`src/rtl/gsu_rom_pkg.sv`:
```
`default_nettype none
// ============================================================================
// Module : gsu_rom_pkg
// Brief  : Shared constants for the GSU ROM port sequencer.
// Rev    : 1.0  initial release
// ============================================================================
package gsu_rom_pkg;

    localparam int ROM_ADDR_W = 24;

    localparam logic REQ_FETCH = 1'b0;
    localparam logic REQ_BUF   = 1'b1;

    typedef logic [1:0] state_t;
    localparam state_t ST_IDLE   = 2'd0;
    localparam state_t ST_ACCESS = 2'd1;
    localparam state_t ST_DONE   = 2'd2;

endpackage
`default_nettype wire

```
`src/rtl/rom_wait_counter.sv`:
```
`default_nettype none
// ============================================================================
// Module : rom_wait_counter
// Brief  : 4-bit loadable down-counter with zero flag and synchronous abort.
// Rev    : 1.0  initial release
// ============================================================================
module rom_wait_counter (
    input  logic       clk,
    input  logic       rst_n,
    input  logic       load,
    input  logic [3:0] load_val,
    input  logic       dec,
    input  logic       abort,
    output logic       zero
);

    logic [3:0] r_count;

    always_ff @(posedge clk or negedge rst_n) begin
        if (!rst_n) begin
            r_count <= 4'd0;
        end else if (abort) begin
            r_count <= 4'd0;
        end else if (load) begin
            r_count <= load_val;
        end else if (dec && (r_count != 4'd0)) begin
            r_count <= r_count - 4'd1;
        end
    end

    assign zero = (r_count == 4'd0);

endmodule
`default_nettype wire

```
`src/rtl/rom_fetch_scheduler.sv`:
```
`default_nettype none
// ============================================================================
// Module : rom_fetch_scheduler
// Brief  : Arbitrates cache fills and ROM-buffer reads onto the 8-bit ROM port.
// Rev    : 1.0  initial release
// ============================================================================
module rom_fetch_scheduler
    import gsu_rom_pkg::*;
#(
    parameter int WAIT_CYCLES = 3
) (
    input  logic                  clk,
    input  logic                  rst_n,
    input  logic                  fetch_req,
    input  logic [ROM_ADDR_W-1:0] fetch_addr,
    output logic                  romrdy,
    output logic [7:0]            instr_data,
    input  logic                  buf_req,
    input  logic [ROM_ADDR_W-1:0] buf_addr,
    output logic                  buf_valid,
    output logic [7:0]            buf_data,
    output logic                  buf_busy,
    input  logic                  rom_owner,
    output logic [ROM_ADDR_W-1:0] rom_addr,
    output logic                  rom_oe,
    input  logic [7:0]            rom_rd_data
);

    localparam logic [3:0] C_WAIT_LOAD = 4'(WAIT_CYCLES - 1);

    state_t                r_state;
    logic                  r_granted;
    logic                  r_last_grant;
    logic                  r_buf_pending;
    logic [ROM_ADDR_W-1:0] r_buf_addr;

    logic   w_grant;
    logic   w_grant_buf;
    logic   w_abort;
    logic   w_finish;
    logic   w_cnt_zero;
    state_t w_state_n;
    logic   w_granted_n;
    logic   w_pending_n;

    // Ties go to whoever was not served last; a lone requester always wins.
    assign w_grant     = (r_state == ST_IDLE) && rom_owner && (fetch_req || r_buf_pending);
    assign w_grant_buf = r_buf_pending && (!fetch_req || (r_last_grant == REQ_FETCH));
    assign w_abort     = (r_state == ST_ACCESS) && !rom_owner;
    assign w_finish    = (r_state == ST_ACCESS) && rom_owner && w_cnt_zero;

    always_comb begin
        w_state_n   = r_state;
        w_granted_n = r_granted;
        case (r_state)
            ST_IDLE: begin
                if (w_grant) begin
                    w_state_n   = ST_ACCESS;
                    w_granted_n = w_grant_buf ? REQ_BUF : REQ_FETCH;
                end
            end
            ST_ACCESS: begin
                if (w_abort) begin
                    w_state_n = ST_IDLE;
                end else if (w_finish) begin
                    w_state_n = ST_DONE;
                end
            end
            default: w_state_n = ST_IDLE;
        endcase
    end

    // Pending is consumed at grant; an abort re-arms it, a fresh buf_req always sets it.
    assign w_pending_n = buf_req
                       | (r_buf_pending & ~(w_grant & w_grant_buf))
                       | (w_abort & (r_granted == REQ_BUF));

    rom_wait_counter u_wait (
        .clk      (clk),
        .rst_n    (rst_n),
        .load     (w_grant),
        .load_val (C_WAIT_LOAD),
        .dec      ((r_state == ST_ACCESS) && rom_owner),
        .abort    (w_abort),
        .zero     (w_cnt_zero)
    );

    always_ff @(posedge clk or negedge rst_n) begin
        if (!rst_n) begin
            r_state       <= ST_IDLE;
            r_granted     <= REQ_FETCH;
            r_last_grant  <= REQ_BUF;
            r_buf_pending <= 1'b0;
            r_buf_addr    <= '0;
            rom_addr      <= '0;
            rom_oe        <= 1'b0;
            romrdy        <= 1'b0;
            buf_valid     <= 1'b0;
            instr_data    <= 8'd0;
            buf_data      <= 8'd0;
            buf_busy      <= 1'b0;
        end else begin
            r_state       <= w_state_n;
            r_granted     <= w_granted_n;
            r_buf_pending <= w_pending_n;
            buf_busy      <= w_pending_n | ((w_granted_n == REQ_BUF) && (w_state_n != ST_IDLE));
            romrdy        <= w_finish && (r_granted == REQ_FETCH);
            buf_valid     <= w_finish && (r_granted == REQ_BUF);
            if (buf_req) begin
                r_buf_addr <= buf_addr;
            end
            if (w_grant) begin
                rom_addr <= w_grant_buf ? r_buf_addr : fetch_addr;
                rom_oe   <= 1'b1;
            end else if (w_abort || w_finish) begin
                rom_oe   <= 1'b0;
            end
            if (w_finish) begin
                if (r_granted == REQ_BUF) begin
                    buf_data <= rom_rd_data;
                end else begin
                    instr_data <= rom_rd_data;
                end
            end
            if (r_state == ST_DONE) begin
                r_last_grant <= r_granted;
            end
        end
    end

endmodule
`default_nettype wire
```
`config.mk`:
```
export PLATFORM = sky130hd
export DESIGN_NAME = rom_fetch_scheduler
export DESIGN_NICKNAME = d
export VERILOG_FILES = /design/src/rtl/gsu_rom_pkg.sv /design/src/rtl/rom_wait_counter.sv /design/src/rtl/rom_fetch_scheduler.sv
export SDC_FILE = /design/constraint.sdc
export NUM_CORES = 1
export LEC_CHECK = 0
export CAP_MARGIN = 10
export CORE_ASPECT_RATIO = 1.25
export CORE_MARGIN = 3
export CORE_UTILIZATION = 40
export DETAILED_ROUTE_END_ITERATION = 8
export HOLD_SLACK_MARGIN = 0.1
export PLACE_DENSITY = 0.74
export SETUP_SLACK_MARGIN = 0.3
export SLEW_MARGIN = 20
export SYNTH_ARGS = -nofsm -noshare
export SYNTH_HDL_FRONTEND = slang
export SYNTH_SLANG_ARGS = --single-unit
export TNS_END_PERCENT = 1
```
`constraint.sdc`:
```
create_clock -name clk -period 2.1 [get_ports clk]
set_clock_uncertainty 0.2 [all_clocks]
set_input_delay 0.315 -clock clk [delete_from_list [all_inputs] [get_ports clk]]
set_output_delay 0.315 -clock clk [all_outputs]
set_load 0.005 [all_outputs]
```
=== Word level (Yosys, flattened, before mapping) ===
Cells that the tools add are included.

* Register bits: 77
* Input bits: 61
* Output and inout bits: 44
* Word-level logic and storage cells: 61

* Add/sub/neg operators: 1
* Eq/ne operators: 2
* Multiplexer cells: 13
* Bitwise operators: 9
* Reduce and logical (&&, ||, !) cells: 23

{| class="wikitable"
|+ Operator list
! cell !! count
|-
| $mux W24 || 1
|-
| $mux W4 || 3
|-
| $logic_and A1 B1 Y1 || 10
|-
| $mux W2 || 3
|-
| $mux W1 || 5
|-
| $logic_not A4 Y1 || 1
|-
| $pmux W2 S2 || 1
|-
| $reduce_and A2 Y1 || 2
|-
| $reduce_bool A2 Y1 || 2
|-
| $reduce_bool A4 Y1 || 1
|-
| $sub A4 B1 Y4 const B || 1
|-
| $and A1 B1 Y1 || 3
|-
| $logic_or A1 B1 Y1 || 3
|-
| $not A1 Y1 || 3
|-
| $or A1 B1 Y1 || 3
|-
| $reduce_bool A3 Y1 || 1
|-
| $eq A2 B1 Y1 const B || 1
|-
| $eq A2 B2 Y1 const B || 1
|-
| $logic_not A1 Y1 || 2
|-
| $logic_not A2 Y1 || 1
|}

=== Longest topological paths before layout ===
Gate-level depths: netlist of the first run.

* Word-level depth: 9
* Gate-level depth with buffers: 5
* Gate-level depth less buffers: 5

=== By module ===
A second synthesis of the first run with hierarchy kept.

* Cells, all modules: 236
* Area, all modules: 3,422.0 sq um

{| class="wikitable"
|+ Modules (own cells, without submodules)
! module !! instances !! cells each !! area each (sq um)
|-
| rom_fetch_scheduler || 1 || 205 || 3,129.3
|-
| rom_wait_counter || 1 || 31 || 292.8
|}

=== Worst setup path before layout of the first run ===
Ideal clock, no wire load.

* Path type: register -> register
* From: register u_wait.r_count[0]
* To: register instr_data[0]
* Library setup time: 0.125 ns
* Arrival: 1.653 ns
* Setup slack: 0.123 ns
* Cell stages (with the launch flop): 6
* Path buffers: 0
* Period minus slack after synthesis: 1.977 ns
* Cell sequence: dfrtp_1 -> inv_1 -> ha_1 -> or3b_4 -> nor3_4 -> mux2_2

* Word-level cells in the longest chain between the ends: 3

{| class="wikitable"
|+ Ends and longest elaborated chain
! what !! RTL line !! RTL
|-
| start: declaration || rom_wait_counter.sv:17 || <nowiki>logic [3:0] r_count;</nowiki>
|-
| start signal: assignment || rom_wait_counter.sv:25 || <nowiki>r_count <= load_val;</nowiki>
|-
| start signal: assignment || rom_wait_counter.sv:27 || <nowiki>r_count <= r_count - 4'd1;</nowiki>
|-
| $logic_not A4 Y1 || rom_wait_counter.sv:31 || <nowiki>assign zero = (r_count == 4'd0);</nowiki>
|-
| $logic_and A1 B1 Y1 || rom_fetch_scheduler.sv:50 || <nowiki>assign w_finish = (r_state == ST_ACCESS) && rom_owner && w_cnt_zero;</nowiki>
|-
| $reduce_and A2 Y1 (no source line) || - ||
|-
| end signal: assignment || rom_fetch_scheduler.sv:122 || <nowiki>instr_data <= rom_rd_data;</nowiki>
|-
| end: declaration || rom_fetch_scheduler.sv:17 || <nowiki>output logic [7:0] instr_data,</nowiki>
|}

No other way between the ends.
A chain may end at the register's enable or synchronous reset.

=== Worst setup path in the final report of the first run ===
* From: register u_wait.r_count[1]
* To: register instr_data[1]

Same word-level chain as after synthesis.

==> run_results.csv, run 1 <==
group,metric,value,unit
clock_tree,cts_buffers,9,
floorplanning,die_w,87,um
floorplanning,dieArea,9330,sq um
finish,drive_above_1_share,37.3,%
sta,slew-limit-headroom,73.7,%
grt,grt_pass1_vias,2410,
sta,fin_crit_sh,98.1,%
finish,final_cell_mix,"103 x clkdlybuf4s50_1, 80 x mux2_2, 76 x dfrtp_1, 15 x buf_4, 12 x clkbuf_8",
routing,route.detailed.wl_per_inst,17.3,um
placed_design,io_buffers,104,
setup_path,cp_num_buf_inv,3,
routing,num_vias,2272,
sta,max_freq,485,MHz
clock_tree,clock_path_buffers,2,
setup_path,rr_startpoint,"u_wait.r_count[1]",
synth,synth_cells,221,
setup_path,critPathTopFamily,"simple AND/OR/NAND/NOR gates",
setup_path,crit_path_start_kind,"flip-flop",
floorplanning,chipHeight,107,um
synth,ys_seq_elements,77,
finish,fin_area,4850,sq um
floorplanning,ioPinCount,105,
routing,viasPerCell,5.06,
setup_path,worstSetupEndpointType,"flip-flop",
finish,nNetsFinal,412,
power,p_total,6.06,mW
finish,syn2layout_area_growth,47.8,%
floorplanning,std_cell_rows,36,
setup_path,rr_worst_depth,7,
power,p_leak,2.03,nW
routing,antenna_left,0,
clock_tree,clk_pin_slew,0.08,ns
job,cap_violations,0,
floorplanning,initial_core_util,41.6,%
sta,tightestPinTransition,0.390,ns
setup_path,crit_path_top_delay_cell,"dfrtp_1",
setup_path,worstPathArrival,2.09,ns
routing,drt-pass1-iter-count,4,
synth,ys_seq_area_share,58.8,%
routing,drt_iter0_markers,96,
synth,yosys_warnings,0,
setup_path,path_cells,"inv_2 > ha_4 > or3b_4 > nor3_4 > buf_6 > buf_12 > mux2_4",
routing,drt_wl_total,7750,um
setup_path,rr_endpoint,"instr_data[1]",
setup_path,cp.required,2.13,ns
clock_tree,clkSinkCount,77,
placed_design,place_area,4530,sq um
sta,setup_viol,0,
grt,grtUsageTotal,17.5,%
grt,overflow,0,
sta,rsz0062_at_grt,"yes",
synth,synth_nets,284,
finish,final_common_cell,"clkdlybuf4s50_1",
clock_tree,clk_latency,0.35,ns
setup_path,ff2ff_setup_slack,0.04,ns
floorplanning,core_area,7880,sq um
clock_tree,h-tree-depth,3,
routing,drc,0,
power,ir_drop,0.595,mV
finish,fin_cells,449,
synth,avgSynthCellArea,14.8,sq um
synth,syn_area,3280,sq um
setup_path,cpPeakStageDelay,0.41,ns
finish,final_core_util,61.5,%
grt,antenna_found_initial,0,
clock_tree,cts_root_buf,"clkbuf_8",
placed_design,gp_congestion,0.747,
status,status,"finished, final reports clean",
grt,grt_pass1_wl,12400,um
grt,grt_max_degree,55,
placed_design,post-place-cells,425,
worst_hold_path,hp-class,"input port to async pin",
setup_path,criticalPathCategory,"flip-flop to flip-flop",
setup_path,crit_fanout,5,
sta,maxSlewViolCount,0,
finish,diodes,0,
sta,hold_viol,0,
synth,ys_types,32,
power,power.density,1250,nW/um^2
sta,period_needed,2.06,ns
clock_tree,cts_tree,"yes",
placed_design,hpwlAfterDp,5230,um
-- worst max-delay path by stage --
stage / startpoint / endpoint / slack, ns / depth (start not counted)
floorplan: u_wait.r_count[0] / instr_data[0] / 0.12 / 5
global placement: rom_owner / rom_addr[11] / -0.08 / 5
detailed placement: rom_owner / rom_addr[10] / -0.12 / 5
CTS: u_wait.r_count[1] / instr_data[3] / 0.04 / 7
global route: u_wait.r_count[1] / instr_data[3] / 0.02 / 7
finish: u_wait.r_count[1] / instr_data[1] / 0.04 / 7
-- through the flow --
stage | hold WS (ns) | worst slack (ns) | TNS (ns)
finish | 0.232 | 0.0397 | 0
floorplan | -0.181 | 0.123 | 0
detailed placement | 0.0496 | -0.125 | -2.62
CTS | 0.211 | 0.0440 | 0
global route | 0.245 | 0.0196 | 0
global placement | 0.0469 | -0.0752 | -1.52
-- synthesized netlist by cell type --
library cell  count  area [sq um]
or3b_4            1          11.3
nor3_4            1          16.3
nor3_1            1          5.00
o21a_1            1          7.51
a21oi_1           1          5.00
and3b_1           1          8.76
nand3_1           3          15.0
nor2_1            3          11.3
nand2b_1          2          12.5
nand3_2           1          10.0
o21ai_0           9          45.0
dfrtp_1          76          1900
ha_1              2          25.0
o31ai_1           1          7.51
nand3b_1          1          7.51
buf_4             1          7.51
clkbuf_1          1          3.75
buf_6             2          22.5
nor3b_1           1          7.51
or4_1             1          7.51
a221o_1           1          10.0
a21boi_2          1          11.3
or3_1             2          12.5
dfstp_2           1          26.3
buf_2             3          15.0
nand2_1           4          15.0
a211oi_1          1          7.51
buf_1             1          3.75
mux2_2           88           991
a31oi_1           3          18.8
nor3b_2           1          12.5
inv_1             5          18.8
-- state kept, by name, indices dropped and copies added (netlist names) --
name	count
romrdy	1
r_buf_addr	24
instr_data	8
buf_data	8
r_buf_pending	1
rom_addr	24
r_last_grant	1
u_wait.r_count	4
r_state	2
r_granted	1
buf_busy	1
rom_oe	1
buf_valid	1
-- cell families after synthesis --
group / Yosys count / synth area share, %
flip-flops: 77 / 58.8
multiplexers: 88 / 30.2
buffers and inverters: 13 / 2.17
AND/OR/NAND/NOR: 23 / 4.65
AO/OA/AOI/OAI: 18 / 3.43
adder cells (fa/ha/maj): 2 / 0.763
-- cell type report --
class                   instances  area, sq um
fillers                       621         3030
clock inverters                 1         5.00
well taps                      95          119
flip-flops and latches         77         1930
repair buffers                125         1270
clock buffers                  15          176
inverters                       5         18.8
multi-input cells             131         1330
-- where the power goes --
| part | total, mW | switching [mW] | internal, mW | leakage (nW) |
|---|---|---|---|---|
| clock network | 1.03 | 0.505 | 0.527 | 0.0937 |
| registers | 2.36 | 0.337 | 2.02 | 0.917 |
| logic | 2.67 | 0.908 | 1.76 | 1.02 |
| total | 6.06 | 1.75 | 4.31 | 2.03 |
-- metal layers --
metal	share of wire (%)	up-vias	routed length, um	track usage, %
met1	40	1152	3080	21.2
met5	0	-	0	0
met4	1.8	0	143	8.24
met3	4.3	10	330	3.91
met2	54	60	4190	29.2
li1	-	1050	-	-
-- timing repair --
item | in CTS | in global routing
setup buffers | 5 | 1
hold endpoints to repair | 76 | 0
cloned | 1 | 0
pin swaps | 2 | 1
gates resized for setup | 14 | 1
hold buffers | 1 | 0
setup endpoints to repair | 40 | 49
No activity file was read; power rests on OpenSTA's default activity.
==> inputs of run 2 (changes only) <==
--- a/config.mk
+++ b/config.mk
@@ -11,10 +11,12 @@
 export CORE_UTILIZATION = 40
 export DETAILED_ROUTE_END_ITERATION = 8
 export HOLD_SLACK_MARGIN = 0.1
-export PLACE_DENSITY = 0.74
+export PLACE_DENSITY = 0.73
 export SETUP_SLACK_MARGIN = 0.3
+export SKIP_CTS_REPAIR_TIMING = 1
 export SLEW_MARGIN = 20
 export SYNTH_ARGS = -nofsm -noshare
 export SYNTH_HDL_FRONTEND = slang
+export SYNTH_HIERARCHICAL = 1
 export SYNTH_SLANG_ARGS = --single-unit
 export TNS_END_PERCENT = 1
==> run_results.csv, run 2 <==
group,metric,value,unit
synth,avgSynthCellArea,14.5,sq um
setup_path,path_cells,"inv_2 > ha_4 > or3b_4 > inv_2 > and4b_4 > and2_4 > mux2_4",
clock_tree,h-tree-depth,3,
worst_hold_path,hp-class,"input port to async pin",
sta,max_freq,462,MHz
routing,antenna_left,0,
finish,final_core_util,59.9,%
sta,hold_viol,0,
synth,ys_seq_area_share,56.3,%
placed_design,post-place-ws,-0.0874,ns
sta,setup_viol,8,
sta,maxSlewViolCount,0,
grt,grtUsageTotal,17.9,%
floorplanning,die_w,88.7,um
clock_tree,clkSinkCount,77,
setup_path,cpPeakStageDelay,0.39,ns
finish,final_cell_mix,"86 x clkdlybuf4s50_1, 76 x dfrtp_1, 24 x o32ai_1, 24 x mux2_2, 17 x dlymetal6s2s_1",
synth,synth_commonest_cells,"76 x dfrtp_1, 24 x mux2_2, 24 x o32ai_1",
synth,synth.most_common_cell,"dfrtp_1",
grt,grt_pass1_vias,2613,
sta,rsz0062_at_grt,"yes",
setup_path,criticalPathCategory,"flip-flop to flip-flop",
floorplanning,core_area,8290,sq um
status,status,"finished with violations",
sta,period_needed,2.16,ns
routing,drc,0,
sta,fin_crit_sh,103,%
grt,grt_pass1_wl,13200,um
routing,num_vias,2492,
clock_tree,clk_pin_slew,0.09,ns
clock_tree,cts_tree,"yes",
floorplanning,chipHeight,109,um
setup_path,cp.required,2.14,ns
power,ir_drop,0.548,mV
sta,slew-limit-headroom,59.0,%
status,violations,"setup timing",
sta,whs,0.278,ns
synth,yosys_warnings,6,
grt,antenna_found_initial,0,
routing,drt_wl_total,8340,um
synth,synth_cells,236,
clock_tree,cts_root_buf,"clkbuf_8",
floorplanning,dieArea,9710,sq um
floorplanning,ioPinCount,105,
floorplanning,std_cell_rows,37,
sta,final.setup.tns,-0.352,ns
synth,syn_area,3420,sq um
synth,synth_top_area_share,55.6,%
routing,drt-pass1-iter-count,5,
power,p_total,6.18,mW
grt,overflow,0,
clock_tree,clock_path_buffers,2,
job,cap_violations,0,
placed_design,io_buffers,104,
setup_path,crit_path_start_kind,"flip-flop",
routing,route.detailed.wl_per_inst,18.2,um
setup_path,crit_top_cell,"inv_2",
setup_path,crit_path_top_delay_cell,"dfrtp_1",
floorplanning,initial_core_util,41.3,%
setup_path,critPathTopFamily,"simple AND/OR/NAND/NOR gates",
routing,viasPerCell,5.43,
clock_tree,cts_buffers,9,
sta,tightestPinTransition,0.614,ns
synth,synth-edff-count,0,
clock_tree,clk_latency,0.34,ns
setup_path,crit_fanout,5,
finish,syn2layout_area_growth,45.0,%
finish,nNetsFinal,420,
power,power.density,1240,nW/um^2
setup_path,worstPathArrival,2.20,ns
routing,drt_iter0_markers,111,
sta,setup_slack,-0.0630,ns
synth,yosys.area.top_type,"dfrtp_1",
synth,synth.area.top_cells,"dfrtp_1 56%, mux2_2 7.9%, a2bb2oi_2 7.0%, o32ai_1 6.1%, mux2_4 3.5%",
placed_design,gp_congestion,0.779,
grt,grt_max_degree,41,
synth,synthArstFlopShare,100,%
placed_design,hpwlAfterDp,5810,um
synth,ys_types,43,
setup_path,worstSetupEndpointType,"flip-flop",
setup_path,cp_num_buf_inv,2,
finish,top_regs,"r_buf_addr x24, rom_addr x24",
finish,drive_above_1_share,27.3,%
synth,synth_ff_type,"dfrtp_1",
finish,final_common_cell,"clkdlybuf4s50_1",
finish,diodes,0,
synth,ys_seq_elements,77,
power,p_leak,2.16,nW
run 2: cell types whose count changed in the layout (fill, tap and decap cells not counted), sizes merged, moves of 4 or more:
cell / previous run / this run
conb: 0 / 4
o21ai: 9 / 2
mux2: 88 / 40
clkdlybuf4s50: 103 / 86
a2bb2oi: 0 / 24
o32ai: 0 / 24
clkbuf: 15 / 9
inv: 5 / 12
dlymetal6s2s: 0 / 17
run 2: final timing paths:
kind / start / end / slack (ns) / cells after the start
setup / recovery: u_wait/r_count[1] / instr_data[7] / -0.06 / 7
hold / removal: rst_n / instr_data[6] / 0.28 / 2
setup reg to reg: u_wait/r_count[1] / instr_data[7] / -0.06 / 7
hold reg to reg: buf_data[2] / buf_data[2] / 0.30 / 1
max in group asynchronous: rst_n / u_wait/r_count[1] / 0.81 / 3
min in group clk: buf_data[2] / buf_data[2] / 0.30 / 1
run 2: kinds of logic (layout without fill, tap and decap cells):
group / after synthesis / in the layout / share of synthesized area (%)
fa+ha+maj: 2 / 2 / 0.731
flops: 77 / 77 / 56.3
buf+inv: 26 / 149 / 4.50
simple gates: 25 / 26 / 4.64
other cells: 2 / 4 / 0.219
mux: 41 / 41 / 14.3
compound gates: 63 / 63 / 19.2
run 2: through the flow:
| stage | area, sq um | instances |
|---|---|---|
| after floorplan | 3450 | 238 |
| after global placement | 4650 | 438 |
| after detailed placement | 4650 | 438 |
| after CTS | 4860 | 454 |
| after global routing | 4960 | 459 |
| final | 4960 | 459 |
run 2: layer usage:
| layer | track usage [%] | vias up | part of all wire, % | wire length [um] |
|---|---|---|---|---|
| met2 | 29.3 | 63 | 54 | 4470 |
| met4 | 7.13 | 0 | 2.0 | 164 |
| met3 | 3.22 | 13 | 3.4 | 286 |
| li1 | - | 1144 | - | - |
| met1 | 23.2 | 1272 | 41 | 3420 |
| met5 | 0 | - | 0 | 0 |
run 2: worst register-to-register path: cells and delay by family (launching register included):
| family | cells | cell delay (ns) |
|---|---|---|
| adders and majority gates | 1 | 0.13 |
| buffers and inverters | 2 | 0.15 |
| DFF | 1 | 0.39 |
| muxes | 1 | 0.31 |
| and+or+nand+nor | 3 | 0.89 |
run 2: power by group:
| group | internal, mW | total [mW] | switching [mW] |
|---|---|---|---|
| registers | 1.99 | 2.35 | 0.368 |
| clock network | 0.564 | 1.15 | 0.584 |
| logic | 1.64 | 2.68 | 1.03 |
| total | 4.19 | 6.18 | 1.98 |
run 2: layout make-up:
class	instances	area [sq um]
Clock buffer	9	124
Clock inverter	7	80.1
Multi-Input combinational cell	136	1390
Fill cell	647	3320
Tap cell	97	121
Timing Repair Buffer	124	1290
Sequential cell	77	1930
Inverter	9	33.8
==> patch 1 (flow settings as in run 1) <==
The package constant `ROM_ADDR_W` goes from 24 to 36.
--- a/src/rtl/gsu_rom_pkg.sv
+++ b/src/rtl/gsu_rom_pkg.sv
@@ -8,3 +8,3 @@
 
-    localparam int ROM_ADDR_W = 24;
+    localparam int ROM_ADDR_W = 36;
 
Interface: changed (resized buf_addr, fetch_addr and rom_addr); port bits go from 105 to 141. The function was not compared with the original's and may differ.
==> patch 1 against run 1 <==
Routed wire length grew 28%. First-iteration DRC count is 42% lower. Count of clock-buffer cells in the layout fell by 2. Setup slack better by 12 ps. Clock power increased by 53%. Final cell count is 29% higher. Sequential cell count up 24. Design area up 34%. Critical path depth unchanged. Power is 34% higher. Via count rose by 29%. Synthesized area grew 31%.
==> patch 1: results <==
{
  "dp.cells": 556,
  "gr-usage-met3_pct": 5.212,
  "cts_setup_buffers": 7,
  "synthTopCellsByArea": "dfrtp_1 58%, mux2_2 32%, o21ai_0 1.4%",
  "cts-root-buf": "clkbuf_16",
  "clock_latency_ps": 330,
  "place.gp.congestion": 0.8103,
  "reg_top3": "r_buf_addr: 36 flops, rom_addr: 36 flops",
  "synth_seq_area_share_pct": 58.70,
  "cpPeakStageDelay_ps": 390,
  "placed_area_um2": 5977,
  "grtUsageMet1_pct": 20.98,
  "met2_length_um": 5083,
  "wirelength_um": 9926,
  "num_vias": 2942,
  "powerDensity_nw_per_um2": 1252,
  "grt_start_max_net_pins": 39,
  "grt_pass1_vias": 3267,
  "synth_compound_area_share_pct": 2.643,
  "layoutNonFillerInstCount": 581,
  "cp.arrival_ps": 2060,
  "synthMuxAreaShare_pct": 32.41,
  "drtIter0Drc": 56,
  "swShare_pct": 27.57,
  "worst_pin_slew_ps": 519.2,
  "grt_use_met2_pct": 28.74,
  "syn_inst": 285,
  "outcome": "complete, no violations",
  "synthTopCellsByCount": "124 x mux2_2, 100 x dfrtp_1, 12 x o21ai_0, 7 x buf_2, 6 x inv_1",
  "track_usage_pct": 16.91,
  "sequentialPower_mw": 3.03
}
-- patch 1: changes by cell type after synthesis, moves of 3 or more --
cell     delta
mux2_2     +36
nand2_1     -3
buf_2       +4
a22oi_1     +3
dfrtp_1    +24
o21ai_0     +3
-- patch 1: cell type report --
cell class | instances | area [µm²]
clock buffer | 13 | 270.3
clock inverter | 3 | 18.77
fill | 803 | 3834
inverter | 6 | 22.52
multi-input combinational | 167 | 1794
sequential | 101 | 2531
tap | 129 | 161.4
timing repair buffer | 162 | 1679
-- patch 1: path summary, 6_finish.rpt --
check | end | slack, ps | cells past startpoint
worst max-delay path | instr_data[1] | 50 | 7
worst min-delay path | rom_addr[31] | 230 | 2
worst max register to register | instr_data[1] | 50 | 7
worst min register to register | r_buf_addr[3] | 300 | 1
max in group asynchronous | r_buf_addr[2] | 790 | 3
min in group clk | rom_oe | 260 | 3
==> patch 2 (flow settings as in run 1) <==
Without the edit above. Reset style: synchronous (`rst_n`), changed in 2 clocked blocks.
--- a/src/rtl/rom_wait_counter.sv
+++ b/src/rtl/rom_wait_counter.sv
@@ -18,3 +18,3 @@
 
-    always_ff @(posedge clk or negedge rst_n) begin
+    always_ff @(posedge clk) begin
         if (!rst_n) begin
--- a/src/rtl/rom_fetch_scheduler.sv
+++ b/src/rtl/rom_fetch_scheduler.sv
@@ -87,3 +87,3 @@
 
-    always_ff @(posedge clk or negedge rst_n) begin
+    always_ff @(posedge clk) begin
         if (!rst_n) begin
Check against the original RTL: differs if rst_n is asserted again (counterexample within 4 cycles, from zero or initial values and one cycle with rst_n low); with rst_n held inactive, the same outputs for 10 cycles.
==> patch 2 against run 1 <==
Maximum frequency is 16% higher. Sequential cell count stayed put. Setup slack better by 280 ps. Final cell count is 16% higher. Routed wire length is 4.7% higher. Synthesized area is 0.19% higher. Core utilization is 1.7 points lower. Design area is 2.7% lower. Critical path depth stayed put. Critical path type unchanged. Highest routed layer unchanged.
Power is not compared: it rests on default switching activity, and its combinational part moved more than twofold at a synthesized area within 25%.
==> patch 2: results <==
{
  "dp_hpwl_um": 5658,
  "placed_area_um2": 4462,
  "synthTopCellsByArea": "dfxtp_1 47%, mux2i_1 12%, a221oi_2 8.2%",
  "synth.distinct_cells": 41,
  "outcome": "complete, no violations",
  "met2_length_um": 3810,
  "cpLargestDelayFamily": "buffers and inverters",
  "grt_use_met2_pct": 28.88,
  "post_drt_wl_per_cell_um": 15.50,
  "antenna_found_initial": 0,
  "synth_nets": 384,
  "crit_fanout": 8,
  "drtIter0Drc": 154,
  "m1WireLength_um": 3537,
  "r2r-end": "instr_data[3]",
  "wl_met3_um": 559,
  "avgViaCountPerCell": 5.275,
  "cp.arrival_ps": 1810,
  "p_leak_nw": 1.892,
  "synthFlopType": "dfxtp_1",
  "slew_headroom_pct": 70.57,
  "dp_slack_ps": 5.574,
  "grt_pass1_wl_um": 13290,
  "crit_slowest_cell": "dfxtp_2",
  "track_usage_pct": 17.80,
  "crit_start": "u_wait.r_count[0]",
  "place.gp.congestion": 0.8408,
  "grt_start_max_net_pins": 36,
  "synth_seq_area_share_pct": 46.90,
  "fin_crit_sh_pct": 84.65,
  "grtUsageMet1_pct": 21.97,
  "min_path_type": "flop to flop",
  "portBuffers": 104,
  "reg2reg_slack_ps": 320,
  "gr-usage-met3_pct": 4.058,
  "clock_latency_ps": 350,
  "grt_pass1_vias": 2854,
  "highest_layer": "met4",
  "cpPeakStageDelay_ps": 330,
  "nNetsFinal": 487,
  "drive_above_1_share_pct": 14.49,
  "async_reset_ff_share_pct": 0,
  "synthTopCellsByCount": "77 x dfxtp_1, 40 x mux2i_1, 29 x inv_1, 28 x nor2_1, 26 x nand2_1"
}
## patch 2: kinds of logic (layout without fill, tap and decap cells)
kind of cell	after synthesis	in the layout	share of synthesized area [%]
buffers and inverters	58	165	7.841
and+or+nand+nor	76	76	11.42
AOI/OAI and AO/OA	68	68	20.90
DFF	77	77	46.90
adders and majority gates	2	2	0.7612
muxes	40	40	12.18
## patch 2: area by class of cell
| class | instances | area [µm²] |
|---|---|---|
| Fill cell | 669 | 3166 |
| Sequential cell | 77 | 1544 |
| Multi-Input combinational cell | 186 | 1508 |
| Timing Repair Buffer | 120 | 1212 |
| Clock buffer | 10 | 137.6 |
| Tap cell | 95 | 118.9 |
| Inverter | 30 | 112.6 |
| Clock inverter | 5 | 83.83 |
## patch 2: repair_timing
item,in CTS,in global routing
endpoints found under the setup margin,17,20
gates resized for setup,1,7
setup buffers,0,1
cloned,0,0
## patch 2: per-stage QoR
step | std cells | util, % | hold slack [ps] | total power, mW
2_1_floorplan | 321 | - | 254.6 | 1.908
4_1_cts | 522 | 59.49 | 255.4 | 3.444
3_3_place_gp | 507 | 56.60 | 248.2 | 2.194
3_5_place_dp | 507 | 56.60 | 252.4 | 2.203
5_1_grt | 523 | 59.84 | 262.6 | 3.569
6_report | 523 | 59.84 | 262.6 | 3.411
## patch 2: how the worst min path moves through the flow
stage	depth (start not counted)	endpoint
finish	2	instr_data[0]
global route	3	r_buf_addr[6]
CTS	3	r_buf_addr[22]
detailed placement	2	rom_addr[13]
global placement	2	rom_addr[13]
floorplan	2	buf_data[0]
## patch 2: power by group
part / leakage [nW] / switching [mW] / total [mW] / internal [mW]
Clock: 0.105 / 0.535 / 1.23 / 0.699
Sequential: 0.633 / 0.0522 / 1.60 / 1.54
Combinational: 1.15 / 0.240 / 0.581 / 0.341
